## config.mk

```make
export PLATFORM = sky130hd
export DESIGN_NAME = gate_op_scheduler
export DESIGN_NICKNAME = d
export VERILOG_FILES = /design/src/rtl/gate_op_pkg.sv /design/src/rtl/logic_gate_unit.sv /design/src/rtl/gate_op_scheduler.sv
export SDC_FILE = /design/constraint.sdc
export NUM_CORES = 1
export LEC_CHECK = 0
export BUFFER_PORTS_ARGS = -buffer_cell sky130_fd_sc_hd__buf_2
export CAP_MARGIN = 20
export CORE_MARGIN = 2
export CORE_UTILIZATION = 52
export CTS_CLUSTER_SIZE = 10
export DETAILED_ROUTE_END_ITERATION = 10
export PLACE_DENSITY = 0.89
export SYNTH_ARGS = -nofsm -noshare
export SYNTH_HDL_FRONTEND = slang
export SYNTH_SLANG_ARGS = --single-unit
```

## constraint.sdc

```tcl
create_clock -name clk -period 3.9 [get_ports clk]
set_input_delay 0.39 -clock clk [delete_from_list [all_inputs] [get_ports clk]]
set_output_delay 0.39 -clock clk [all_outputs]
set_load 0.02 [all_outputs]
```

## src/rtl/gate_op_pkg.sv

```systemverilog
// rtl/gate_op_pkg.sv - op codes and shared types for the gate op scheduler
package gate_op_pkg;

    localparam int OP_W = 3;

    localparam logic [OP_W-1:0] OP_NOT  = 3'd0;
    localparam logic [OP_W-1:0] OP_AND  = 3'd1;
    localparam logic [OP_W-1:0] OP_OR   = 3'd2;
    localparam logic [OP_W-1:0] OP_NAND = 3'd3;
    localparam logic [OP_W-1:0] OP_NOR  = 3'd4;
    localparam logic [OP_W-1:0] OP_XOR  = 3'd5;
    localparam logic [OP_W-1:0] OP_XNOR = 3'd6;
    localparam logic [OP_W-1:0] OP_BUF  = 3'd7;

    typedef enum logic {
        ST_EMPTY = 1'b0,
        ST_FULL  = 1'b1
    } out_state_t;

endpackage

```

## src/rtl/logic_gate_unit.sv

```systemverilog
// rtl/logic_gate_unit.sv - combinational bitwise gate selected by op code
module logic_gate_unit
    import gate_op_pkg::*;
#(
    parameter int WIDTH = 8
) (
    input  logic [OP_W-1:0]  op,
    input  logic [WIDTH-1:0] a,
    input  logic [WIDTH-1:0] b,
    output logic [WIDTH-1:0] y
);

    // Op table; b is a don't-care for NOT and BUF
    always_comb begin
        y = '0;
        case (op)
            OP_NOT:  y = ~a;
            OP_AND:  y = a & b;
            OP_OR:   y = a | b;
            OP_NAND: y = ~(a & b);
            OP_NOR:  y = ~(a | b);
            OP_XOR:  y = a ^ b;
            OP_XNOR: y = ~(a ^ b);
            OP_BUF:  y = a;
            default: y = '0;
        endcase
    end

endmodule

```

## src/rtl/gate_op_scheduler.sv

```systemverilog
// rtl/gate_op_scheduler.sv - round-robin sharing of one gate unit; optional grant counter via GATE_OP_SCHEDULER_STATS_EN
module gate_op_scheduler
    import gate_op_pkg::*;
#(
    parameter int NUM_REQ = 4,
    parameter int WIDTH   = 8,
    localparam int IDW    = (NUM_REQ > 1) ? $clog2(NUM_REQ) : 1
) (
    input  logic                     clk,
    input  logic                     rst_n,
    input  logic [NUM_REQ-1:0]       req_valid,
    output logic [NUM_REQ-1:0]       req_ready,
    input  logic [NUM_REQ*OP_W-1:0]  req_op,
    input  logic [NUM_REQ*WIDTH-1:0] req_a,
    input  logic [NUM_REQ*WIDTH-1:0] req_b,
`ifdef GATE_OP_SCHEDULER_STATS_EN
    output logic [15:0]              grant_count,
`endif
    output logic                     res_valid,
    input  logic                     res_ready,
    output logic [WIDTH-1:0]         res_data,
    output logic [IDW-1:0]           res_id,
    output logic [OP_W-1:0]          res_op
);

    out_state_t         state;
    logic [IDW-1:0]     ptr;
    logic [NUM_REQ-1:0] grant;
    logic [IDW-1:0]     gnt_idx;
    logic               found;
    logic               accept;
    logic               xfer;
    logic [OP_W-1:0]    sel_op;
    logic [WIDTH-1:0]   sel_a;
    logic [WIDTH-1:0]   sel_b;
    logic [WIDTH-1:0]   gate_y;

    logic [OP_W-1:0]    op_arr [NUM_REQ];
    logic [WIDTH-1:0]   a_arr  [NUM_REQ];
    logic [WIDTH-1:0]   b_arr  [NUM_REQ];

    for (genvar gi = 0; gi < NUM_REQ; gi++) begin : g_unpack
        assign op_arr[gi] = req_op[gi*OP_W +: OP_W];
        assign a_arr[gi]  = req_a[gi*WIDTH +: WIDTH];
        assign b_arr[gi]  = req_b[gi*WIDTH +: WIDTH];
    end

    // Round-robin pick: first valid requester at or after ptr, wrapping
    always_comb begin : arb
        logic [IDW-1:0] idx;
        grant   = '0;
        gnt_idx = '0;
        found   = 1'b0;
        idx     = '0;
        for (int k = 0; k < NUM_REQ; k++) begin
            idx = IDW'((int'(ptr) + k) % NUM_REQ);
            if (!found && req_valid[idx]) begin
                found        = 1'b1;
                grant[idx]   = 1'b1;
                gnt_idx      = idx;
            end
        end
    end

    assign res_valid = (state == ST_FULL);
    assign accept    = !res_valid || res_ready;
    // Ready is forced low while reset is held so nothing looks accepted
    assign req_ready = (rst_n && accept) ? grant : '0;
    assign xfer      = |req_ready;

    assign sel_op = op_arr[gnt_idx];
    assign sel_a  = a_arr[gnt_idx];
    assign sel_b  = b_arr[gnt_idx];

    logic_gate_unit #(.WIDTH(WIDTH)) u_gate (
        .op (sel_op),
        .a  (sel_a),
        .b  (sel_b),
        .y  (gate_y)
    );

    // Output register: capture on transfer, drain when consumer takes it
    always_ff @(posedge clk or negedge rst_n) begin
        if (!rst_n) begin
            state    <= ST_EMPTY;
            res_data <= '0;
            res_id   <= '0;
            res_op   <= '0;
            ptr      <= '0;
        end else if (xfer) begin
            state    <= ST_FULL;
            res_data <= gate_y;
            res_id   <= gnt_idx;
            res_op   <= sel_op;
            ptr      <= (gnt_idx == IDW'(NUM_REQ - 1)) ? '0 : gnt_idx + IDW'(1);
        end else if (res_ready) begin
            state    <= ST_EMPTY;
        end
    end

`ifdef GATE_OP_SCHEDULER_STATS_EN
    // Saturating count of accepted requests
    always_ff @(posedge clk or negedge rst_n) begin
        if (!rst_n) begin
            grant_count <= '0;
        end else if (xfer && grant_count != 16'hFFFF) begin
            grant_count <= grant_count + 16'd1;
        end
    end
`endif

endmodule

```

Yosys cells after proc, flatten, opt, wreduce, memory -nomap -nowiden
Index checks and enable logic that the tools add are counted.

storage, ports and cells
  logic and storage cells = 94
  bits in registers = 16
  output and inout port bits = 18
  input bits = 83

cells by class
  reductions and logical operators = 16
  mux-type cells = 41
  add/subtract/negate cells = 4
  magnitude comparators = 9
  bitwise logic cells = 11
  equal/unequal tests = 8

operators by type and width
  cell                                                                   number
  8-bit one-hot mux with 8 select lines                                  1
  8-bit binary-select mux with 2-bit select                              2
  8-bit two-way mux                                                      4
  8-bit inverter                                                         4
  4-bit two-way mux                                                      5
  1-bit two-way mux                                                      13
  3-bit equality test, second input constant                             4
  2-bit by 3-bit < comparator with 1-bit output, second input constant   4
  4-bit OR                                                               3
  2-bit two-way mux                                                      5
  8-bit AND                                                              1
  1-bit binary-select mux with 2-bit select                              4
  1-bit demux with 2-bit select                                          4
  2-bit by 1-bit >= comparator with 1-bit output, second input constant  4
  1-bit logical AND                                                      8
  8-bit OR                                                               1
  8-bit bitwise XOR                                                      1
  3-bit binary-select mux with 2-bit select                              1
  3-bit by 2-bit equality test with 1-bit output, second input constant  2
  3-bit two-way mux                                                      2
  2-bit by 1-bit adder with 2-bit output, second input constant          2
  2-bit adder, second input constant                                     2
  1-bit zero test                                                        4
  4-bit OR reduction                                                     1
  7 further kinds                                                        7

Longest topological paths before layout
Gate-level depths: netlist of run 1.

  word-level depth = 19
  gate-level depth with buffers = 19
  depth with buffers taken out = 15

Hierarchy
From an unflattened synthesis of run 1, not the netlist that was laid out.

second synthesis, totals
  cell total of the unflattened synthesis = 334
  area, all modules = 2,808.9 um^2

modules (own cells, without submodules)
  module             area each (um^2)  times used  sequential area each (um^2)  cells each
  gate_op_scheduler  1,954.4           1           400.4                        211
  logic_gate_unit    854.6             1           0.0                          123

Worst setup path after synthesis of run 1
Ideal clock, no wire load.

  kind = register to register
  from = reg ptr[0]
  to = reg res_data[1]
  arrival time = 3,431 ps
  path slack = 343 ps
  clock period less this slack = 3,557 ps
  stages on the path, launching flop included = 19
  library setup time = 126 ps
  required time = 3,774 ps
  path buffers = 4
  cells stage by stage = dfrtp_1 -> buf_6 -> inv_1 -> ha_1 -> mux4_2 -> and2b_4 -> o21a_4 -> nor2_4 -> buf_12 -> buf_4 -> clkbuf_1 -> nand2_1 -> nand3_1 -> nand2_1 -> ha_1 -> inv_1 -> o211ai_1 -> a21oi_1 -> a311o_1

on the way
  cells in the longest elaborated chain, start to end = 19
  elaborated cells between the ends (all ways) = 79
  those cells by class = add/sub: 3; order compare: 8; eq/ne: 7; mux: 38; bitwise: 11; reduce/logical: 12

ends and longest elaborated chain
  element                                                                          RTL line                 source
  from (decl)                                                                      gate_op_scheduler.sv:27  logic [IDW-1:0] ptr;
  from (signal assigned)                                                           gate_op_scheduler.sv:95  ptr <= (gnt_idx == IDW'(NUM_REQ - 1)) ? '0 : gnt_idx + IDW'(1);
  branches (longest 19 deep; another with 2-bit by 1-bit adder with 2-bit output)  n/a
  to (signal assigned)                                                             gate_op_scheduler.sv:92  res_data <= gate_y;
  to (decl)                                                                        gate_op_scheduler.sv:21  output logic [WIDTH-1:0] res_data,

Several ways; the timed one is not identified. The select of a mux whose other input is x is not followed.
A chain may end at the register's enable or synchronous reset.

Worst setup path after layout of run 1
  from = reg ptr[0]
  to = reg res_data[7]

The elaborated chain is that of the path after synthesis.

==> results.sh, run 1 <==
export IMPL_outcome="completed"
export IMPL_cts_repair_resized=0
export IMPL_synthCells=342
export IMPL_yosys_warnings=0
export IMPL_synth_area_leader_cell="dfrtp_1"
export IMPL_clockRootBuffer="clkbuf_8"
export IMPL_synth_avg_cell_area_um2=8.48
export IMPL_finalClockSkew_ns=0.00586
export IMPL_hold_class="in -> async"
export IMPL_crit_chain="inv_1 > ha_1 > mux4_2 > buf_4 > o21ai_4 > nand2_1 > nand2_1 > nand3_1 > nand2_1 > inv_1 > ha_1 > a22oi_1 > o22ai_1 > a311o_1"
export IMPL_drtIter0Drc=416
export IMPL_drv_slew=0
export IMPL_maxSlewHeadroom=0.567
export IMPL_antenna_found_initial=0
export IMPL_routed_wl_um=8530
export IMPL_cp_arrival_ns=3.80
export IMPL_fill_cells=437
export IMPL_path_common_cell="nand2_1"
export IMPL_cap_violations=0
export IMPL_syn_to_final_growth_pct=20.1
export IMPL_drt_wirelength_per_cell_um=16.6
export IMPL_cp_max_fo=19
export IMPL_critPathBufInv=3
export IMPL_finalCritPeriodShare=0.937
export IMPL_layout_drive_gt1_share=0.358
export IMPL_synth_edf_count=0
export IMPL_io_pins=101
export IMPL_dp_hpwl_um=6620
export IMPL_clk_pin_slew_ns=0.07
export IMPL_end_kind="flop"
export IMPL_start_kind="flop"
export IMPL_cp_top_family="compound AO/OA/AOI/OAI gates"
export IMPL_synth_area_leaders="dfrtp_1, ha_1, nand2_1"
export IMPL_postRouteAntennaNets=0
export IMPL_netlist_area_leader_share=0.138
export IMPL_final_setup_tns_ns=0
export IMPL_synth_nets=448
export IMPL_die_y_um=78.7
export IMPL_required_ns=4.05
export IMPL_placedCellCount=503
export IMPL_place_congestion=0.897
export IMPL_first_pass_iters=5
export IMPL_setup_viol=0
export IMPL_critPathKind="reg -> reg"
export IMPL_period_needed_ns=3.65
export IMPL_rsz0062_at_grt="false"
export IMPL_async_flop_share=1.00
export IMPL_ys_flop_type="dfrtp_1"
export IMPL_drc=0
export IMPL_final_cells=513
export IMPL_core_mm2=0.00544
export IMPL_reg2reg_slack_ns=0.25
export IMPL_rows=27
export IMPL_fmax_mhz=274
export IMPL_port_buffers=100
export IMPL_slowest_stage="dfrtp_1"
export IMPL_r2r_start="ptr[0]"
export IMPL_ys_ff_latch=16
export IMPL_grt_pass1_vias=2977
export IMPL_ys_types=69
export IMPL_floorplan_initialDensity=0.533
export IMPL_antenna_cells=0
export IMPL_startpoint="ptr[0]"
export IMPL_worstMarginPinSlew_ns=0.648
export IMPL_fin_nets=548
export IMPL_max_stage_delay_ns=0.46
export IMPL_ys_top_cells_by_count="nand2_1, inv_1, nand3_1"
export IMPL_grt_ovfl_total=0
export IMPL_die_area_mm2=0.00619
export IMPL_grt_max_degree=29
export IMPL_final_hold_violation_count=0
export IMPL_postCtsHoldBufs=0
export IMPL_via_per_inst=6.13
export IMPL_cts_num_sinks=16
export IMPL_syn_area_mm2=0.00290
export IMPL_die_x_um=78.7
export IMPL_synth_most_common_cell="nand2_1"
export IMPL_vias=3143
export IMPL_synth_seq_area_share=0.138
export IMPL_cts_max_path_buffers=2
export IMPL_cts_tree="done"
export IMPL_track_usage=0.279
export IMPL_cts_buffers=3
export IMPL_clock_latency_ns=0.26
export IMPL_grt_first_pass_wirelength_um=13900
export IMPL_htree_levels=1
[sequential cells by signal, indices dropped and copies added, names as in the netlist]
signal,flops
res_id,2
res_data,8
ptr,2
res_valid,1
res_op,3
[area by class of cell]
| type | count | area, um^2 | area share |
|---|---|---|---|
| multi-input combinational | 267 | 2170 | 0.622 |
| clock buffer | 4 | 55.1 | 0.0158 |
| tap | 72 | 90.1 | 0.0259 |
| sequential | 16 | 400 | 0.115 |
| inverter | 36 | 135 | 0.0388 |
| timing repair buffer | 118 | 636 | 0.183 |
[worst register-to-register path, delay by kind of cell (launching register included)]
family	cells	cell delay [ns]
flops	1	0.46
fa+ha+maj	2	0.58
buf+inv	3	0.40
mux	1	0.35
compound gates	4	0.89
simple gates	4	0.87
[per-stage QoR]
step / instance area, um^2 / util / worst slack (ns) / hold slack [ns]
2_1_floorplan: 2900 / - / 0.343 / 0.0944
3_3_place_gp: 3380 / 0.622 / 0.391 / 0.343
3_5_place_dp: 3380 / 0.622 / 0.191 / 0.344
4_1_cts: 3440 / 0.632 / 0.133 / 0.0696
5_1_grt: 3480 / 0.640 / 0.00896 / 0.0874
6_report: 3480 / 0.640 / 0.246 / 0.0520
[cell families after synthesis]
group	count (synthesis)	synth area share
buffers and inverters	59	0.115
and+or+nand+nor	124	0.214
AOI/OAI and AO/OA	90	0.283
adders and majority gates	23	0.0993
muxes	30	0.151
DFF	16	0.138
[metal layers]
metal	vias to the layer above	GRT usage	wire length [um]	part of all wire
li1	1458	-	-	-
met1	1454	0.375	3490	0.41
met2	202	0.450	4010	0.47
met3	29	0.0322	800	0.094
met4	0	0.121	235	0.028
met5	-	0	0	0
[worst paths after layout]
path	to	cells past startpoint
setup reg to reg	res_data[7]	14
max in group asynchronous	res_data[6]	1
min in group clk	res_valid	3
hold reg to reg	res_op[0]	1
hold / removal	res_data[4]	1
setup / recovery	res_data[7]	14
[what timing repair did]
action                     4_1_cts  5_1_grt
hold endpoints to repair         0        0
setup endpoints to repair        0        5
buffers inserted                 0        6
[cell usage in the layout, fill, tap and decap left out, drive strengths merged, types with 2 or more instances in the layout]
master,synthesis,final
a211oi,4,4
nor3b,2,2
ha,23,23
inv,36,36
a41oi,5,5
a211o,5,5
o31a,2,2
buf,19,118
o2111ai,2,2
dfrtp,16,16
a311o,2,2
a31oi,2,2
o21ai,11,11
nor2b,5,5
mux4,9,9
nand3,24,24
o22ai,3,3
clkbuf,4,4
o21a,4,4
nand4,5,5
o211ai,17,17
nand2,54,54
nand2b,5,5
nor2,17,17
o21bai,2,2
or2b,2,2
or4,2,2
a32o,4,4
o221ai,2,2
a21oi,12,12
mux2,4,4
a22oi,2,2
a32oi,5,5
nor3,3,3
mux2i,17,17
Power of run 1 is left out: the tool's default activity adds up to more than one toggle a clock period on the data nets, which glitch-free logic cannot reach.
==> run 2, diff against run 1 <==
ABC_AREA = 1   (was not set)
PLACE_DENSITY = 0.88   (was 0.89)
==> results.sh, run 2 <==
export IMPL_die_area_mm2=0.00644
export IMPL_grt_pass1_vias=3121
export IMPL_final_common_cell="nand2_1"
export IMPL_maxSlewHeadroom=0.712
export IMPL_antenna_cells=0
export IMPL_synth_area_leaders="nand2_1, dfrtp_1, inv_1"
export IMPL_cap_violations=0
export IMPL_clockRootBuffer="clkbuf_8"
export IMPL_yosys_warnings=0
export IMPL_synth_avg_cell_area_um2=5.83
export IMPL_dp_hpwl_um=6540
export IMPL_synth_most_common_cell="nand2_1"
export IMPL_finalCritPeriodShare=0.886
export IMPL_synth_edf_count=0
export IMPL_final_cells=682
export IMPL_drt_wirelength_per_cell_um=11.9
export IMPL_async_flop_share=1.00
export IMPL_path_common_cell="nand2_1"
export IMPL_drc=0
export IMPL_largest_reg_flops=8
export IMPL_first_pass_iters=4
export IMPL_synth_area_leader_cell="nand2_1"
export IMPL_top_regs="res_data x8, res_op x3"
export IMPL_rows=27
export IMPL_ys_top_cells_by_count="nand2_1, inv_1, nand3_1"
export IMPL_placedCellCount=678
export IMPL_cp_max_fo=50
export IMPL_grt_max_degree=51
export IMPL_clk_pin_slew_ns=0.07
export IMPL_vias=3443
export IMPL_io_pins=101
export IMPL_start_kind="flop"
export IMPL_ys_types=33
export IMPL_track_usage=0.257
export IMPL_hold_class="in -> async"
export IMPL_critPathBufInv=6
export IMPL_finalClockSkew_ns=0.00427
export IMPL_final_hold_violation_count=0
export IMPL_cts_repair_resized=0
export IMPL_synth_nets=625
export IMPL_die_y_um=80.3
export IMPL_cts_buffers=3
export IMPL_post_cts_buffers=0
export IMPL_fmax_mhz=289
export IMPL_final_setup_tns_ns=0
export IMPL_postCtsHoldBufs=0
export IMPL_outcome="completed"
export IMPL_top_register="res_data"
export IMPL_max_stage_delay_ns=0.48
export IMPL_via_per_inst=5.05
export IMPL_synth_seq_area_share=0.132
export IMPL_core_mm2=0.00557
export IMPL_cts_max_path_buffers=2
export IMPL_cp_top_family="simple AND/OR/NAND/NOR gates"
export IMPL_netlist_area_leader_share=0.248
export IMPL_cts_num_sinks=16
export IMPL_required_ns=4.04
export IMPL_postRouteAntennaNets=0
export IMPL_clock_latency_ns=0.25
export IMPL_syn_area_mm2=0.00303
export IMPL_final_cell_mix="nand2_1, buf_2, inv_1"
export IMPL_ys_flop_type="dfrtp_1"
export IMPL_grt_ovfl_total=0
export IMPL_syn_to_final_growth_pct=18.7
export IMPL_period_needed_ns=3.45
export IMPL_synthCells=519
export IMPL_setup_viol=0
export IMPL_routed_wl_um=8100
export IMPL_htree_levels=1
export IMPL_place_congestion=0.964
export IMPL_crit_chain="inv_1 > ha_1 > inv_1 > nand3_1 > nand2_1 > nor2_4 > nand2_1 > nand2_1 > nand2_2 > nand2_4 > buf_12 > o21ai_0 > inv_1 > o21ai_0 > nand2_1 > inv_1 > ha_1 > inv_1 > nand3_1 > nand2_1 > nor2_1 > nand2_1 > nand2_1 > nand2_1"
export IMPL_critPathKind="reg -> reg"
export IMPL_drtIter0Drc=182
export IMPL_worstMarginPinSlew_ns=0.431
export IMPL_fin_hold_ws_ns=0.0570
export IMPL_cts_tree="done"
export IMPL_floorplan_initialDensity=0.543
export IMPL_end_kind="flop"
export IMPL_die_x_um=80.3
export IMPL_reg2reg_slack_ns=0.45
export IMPL_layout_drive_gt1_share=0.256
export IMPL_slowest_stage="dfrtp_1"
export IMPL_fin_nets=717
export IMPL_rsz0062_at_grt="false"
export IMPL_cp_arrival_ns=3.59
export IMPL_ys_ff_latch=16
export IMPL_fill_cells=533
export IMPL_antenna_found_initial=0
export IMPL_grt_first_pass_wirelength_um=13600
export IMPL_drv_slew=0
export IMPL_port_buffers=100
[run 2: changes by cell type after synthesis, moves of 7 or more]
cell / delta
a21oi_1: -10
inv_1: +48
mux2i_1: -16
mux4_2: -8
nand2_1: +147
nand2_2: +17
nand2_4: +7
nand3_1: +13
nor2_1: +18
o21ai_0: +22
[run 2: area by class of cell]
cell class | count | area (um^2) | area share
tap | 72 | 90.1 | 0.0251
multi-input combinational | 397 | 2160 | 0.601
timing repair buffer | 105 | 551 | 0.153
clock buffer | 4 | 55.1 | 0.0153
sequential | 16 | 400 | 0.112
inverter | 88 | 338 | 0.0941
[run 2: path summary, 6_finish.rpt]
check                                  from  depth (start not counted)     endpoint
worst min-delay path                  rst_n                          1    res_valid
worst min register to register  res_data[3]                          2  res_data[3]
min in group clk                  res_ready                          2    res_valid
worst max-delay path                 ptr[1]                         24  res_data[0]
worst max register to register       ptr[1]                         24  res_data[0]
max in group asynchronous             rst_n                          1       ptr[0]
[run 2: worst register-to-register path: stages (launching register included)]
cell and delay [ns]:
dfrtp_1 0.48, inv_1 0.09, ha_1 0.37, inv_1 0.09, nand3_1 0.08, nand2_1 0.15, nor2_4 0.20, nand2_1 0.06
nand2_1 0.09, nand2_2 0.16, nand2_4 0.13, buf_12 0.21, o21ai_0 0.12, inv_1 0.06, o21ai_0 0.08, nand2_1 0.15
inv_1 0.09, ha_1 0.30, inv_1 0.04, nand3_1 0.07, nand2_1 0.05, nor2_1 0.12, nand2_1 0.07, nand2_1 0.06
nand2_1 0.05
[run 2: logic make-up (layout without fill, tap and decap cells)]
kind of cell,Yosys count,in the layout,share of synthesized area
AND/OR/NAND/NOR,320,320,0.503
adder cells (fa/ha/maj),23,23,0.0951
flip-flops,16,16,0.132
AO/OA/AOI/OAI,54,54,0.115
buffers and inverters,106,197,0.155
[run 2: routing by layer]
metal	vias up	global-route usage	share of wire
li1	1795	-	-
met1	1487	0.337	0.45
met2	149	0.461	0.46
met3	12	0.0191	0.075
met4	0	0.0492	0.011
met5	-	0	0
[run 2: stage by stage]
step | setup WS (ns) | area [um^2] | util
after floorplan | 0.681 | 3030 | -
after global placement | 0.633 | 3530 | 0.634
after detailed placement | 0.507 | 3530 | 0.634
after CTS | 0.489 | 3590 | 0.644
after global routing | 0.0770 | 3590 | 0.644
final | 0.445 | 3590 | 0.644
Power of run 2 is left out for the same reason.
==> run 3, diff against run 2 <==
ABC_CLOCK_PERIOD_IN_PS = 3100   (was not set)
CORE_UTILIZATION = 46   (was 52)
PLACE_DENSITY = 0.84   (was 0.88)
SYNTH_HIERARCHICAL = 1   (was not set)
clock period = 3.1 ns   (was 3.9 ns; I/O delays follow)
==> results.sh, run 3 <==
export IMPL_ys_top_cells_by_count="nand2_1, inv_1, nand3_1"
export IMPL_die_area_mm2=0.00675
export IMPL_ys_ff_latch=16
export IMPL_die_y_um=82.1
export IMPL_setup_viol=0
export IMPL_wl_met1_um=3620
export IMPL_worstMarginPinSlew_ns=0.425
export IMPL_die_x_um=82.1
export IMPL_clock_latency_ns=0.25
export IMPL_drc=0
export IMPL_cp_arrival_ns=3.07
export IMPL_grt_pass1_vias=3437
export IMPL_vias=3619
export IMPL_clockRootBuffer="clkbuf_8"
export IMPL_cap_violations=0
export IMPL_synth_top_family_by_area="simple AND/OR/NAND/NOR gates"
export IMPL_drtIter0Drc=191
export IMPL_place_congestion=0.918
export IMPL_cts_max_path_buffers=2
export IMPL_synth_area_leader_cell="nand2_1"
export IMPL_dp_hpwl_um=6900
export IMPL_cts_buffers=3
export IMPL_fmax_mhz=342
export IMPL_async_flop_share=1.00
export IMPL_yosys_warnings=6
export IMPL_track_usage=0.277
export IMPL_top_regs="res_data x8, res_op x3"
export IMPL_fin_nets=708
export IMPL_postRouteAntennaNets=0
export IMPL_maxSlewHeadroom=0.716
export IMPL_critPathBufInv=4
export IMPL_antenna_found_initial=0
export IMPL_first_pass_iters=5
export IMPL_netlist_area_leader_share=0.179
export IMPL_reg2reg_depth=19
export IMPL_synth_compound_area_share=0.119
export IMPL_synth_nets=589
export IMPL_crit_chain="inv_2 > ha_4 > inv_1 > nand3_1 > nand2_2 > a21oi_2 > nand2_2 > nand2_8 > buf_12 > o21ai_0 > o22ai_1 > inv_1 > ha_1 > nand4_1 > nand2_1 > nor2_1 > nand3_1 > nand2_1 > nand2_1"
export IMPL_required_ns=3.25
export IMPL_htree_levels=1
export IMPL_synth_area_leaders="nand2_1, dfrtp_1, nand3_1"
export IMPL_via_per_inst=5.35
export IMPL_period_needed_ns=2.92
export IMPL_synth_seq_area_share=0.143
export IMPL_synth_edf_count=0
export IMPL_finalCritPeriodShare=0.943
export IMPL_cts_tree="done"
export IMPL_top_register="res_data"
export IMPL_syn_to_final_growth_pct=31.8
export IMPL_antenna_cells=0
export IMPL_ys_types=29
export IMPL_grt_first_pass_wirelength_um=14700
export IMPL_cp_max_fo=18
export IMPL_dr_wl_met3_um=678
export IMPL_path_common_cell="nand2_1"
export IMPL_cp_depth=19
export IMPL_dpl_cell_area_mm2=0.00343
export IMPL_core_mm2=0.00592
export IMPL_syn_area_mm2=0.00281
export IMPL_finalClockSkew_ns=0.000381
export IMPL_grt_max_degree=37
export IMPL_drt_wirelength_per_cell_um=13.6
export IMPL_startpoint="ptr[0]"
export IMPL_route_met2_wl_um=4510
export IMPL_critPathKind="reg -> reg"
export IMPL_largest_reg_flops=8
export IMPL_slowest_stage="dfrtp_1"
export IMPL_hold_class="in -> reg"
export IMPL_synth_avg_cell_area_um2=5.82
export IMPL_synth_simple_area_share=0.467
export IMPL_final_common_cell="nand2_1"
export IMPL_clk_pin_slew_ns=0.07
export IMPL_final_area_mm2=0.00370
export IMPL_routed_top_layer="met4"
export IMPL_floorplan_initialDensity=0.474
export IMPL_yosys_area_share_adder=0.102
export IMPL_final_hold_violation_count=0
export IMPL_synth_xor_area_share=0.00312
export IMPL_r2r_start="ptr[0]"
export IMPL_timing_rr_end="res_data[2]"
export IMPL_drv_slew=0
export IMPL_end_kind="flop"
export IMPL_outcome="completed"
export IMPL_critPathCapture="res_data[2]"
export IMPL_final_cell_mix="nand2_1, buf_2, inv_1"
export IMPL_start_kind="flop"
export IMPL_synth_most_common_cell="nand2_1"
export IMPL_synthCells=483
export IMPL_ys_flop_type="dfrtp_1"
export IMPL_max_stage_delay_ns=0.38
export IMPL_routed_wl_um=9180
export IMPL_layout_drive_gt1_share=0.296
export IMPL_synth_area_mux_share=0
export IMPL_cp_top_family="simple AND/OR/NAND/NOR gates"
export IMPL_rows=28
export IMPL_grt_ovfl_total=0
export IMPL_io_pins=101
export IMPL_port_buffers=100
export IMPL_reg2reg_slack_ns=0.18
export IMPL_cts_num_sinks=16
[run 3: cell types whose count changed after synthesis, sizes merged, moves of 4 or more]
cell	change
nand3	+22
nor2	+6
o211ai	-13
a21boi	+4
nand2	-78
o21ai	+8
nand3b	+5
o22ai	+16
nand4	+8
inv	-5
a32oi	-7
[run 3: worst reg2reg max path, delay by kind of cell, from the launching register on]
family          cells  cell delay [ns]
compound gates      3             0.46
simple gates       10             0.97
flops               1             0.38
buf+inv             4             0.41
fa+ha+maj           2             0.62
[run 3: per-stage QoR]
step,util,hold WS [ns],setup slack (ns),instances,TNS [ns]
5_1_grt,0.625,0.254,-0.0375,676,-0.179
4_1_cts,0.593,0.251,0.0127,667,0
3_3_place_gp,0.580,0.250,0.0542,662,0
6_report,0.625,0.255,0.176,676,0
2_1_floorplan,-,0.0144,0.0856,483,0
3_5_place_dp,0.580,0.258,-0.0112,662,-0.0192
[run 3: logic make-up after synthesis]
logic type,after synthesis
simple gates,281
buf+inv,102
flops,16
xor+xnor,1
compound gates,60
fa+ha+maj,23
[run 3: per-layer routing]
layer / GRT usage / vias to the layer above
li1: - / 1782
met5: 0 / -
met3: 0.0196 / 40
met1: 0.323 / 1615
met2: 0.493 / 182
met4: 0.167 / 0
[run 3: worst min path at each step]
stage          depth (start not counted)       from         to  slack [ns]
2_1_floorplan                          0      rst_n     ptr[0]        0.01
3_3_place_gp                           1      rst_n  res_valid        0.25
3_5_place_dp                           1      rst_n  res_valid        0.26
4_1_cts                                2  res_ready  res_valid        0.25
5_1_grt                                2  res_ready  res_valid        0.25
6_report                               2  res_ready  res_valid        0.25
[run 3: timing repair]
action | 4_1_cts | 5_1_grt
endpoints found under the setup margin | 4 | 8
hold buffers | 1 | 0
buffers inserted | 0 | 7
hold endpoints to repair | 16 | 0
gates resized for setup | 3 | 25
pin swaps | 0 | 7
gates cloned | 0 | 2
[run 3: area by class of cell]
class,instances,area (um^2)
fill,536,2220
inverter,83,322
tap,75,93.8
multi-input combinational,365,2030
sequential,16,400
clock buffer,4,55.1
timing repair buffer,133,801
Power of run 3 is left out for the same reason.
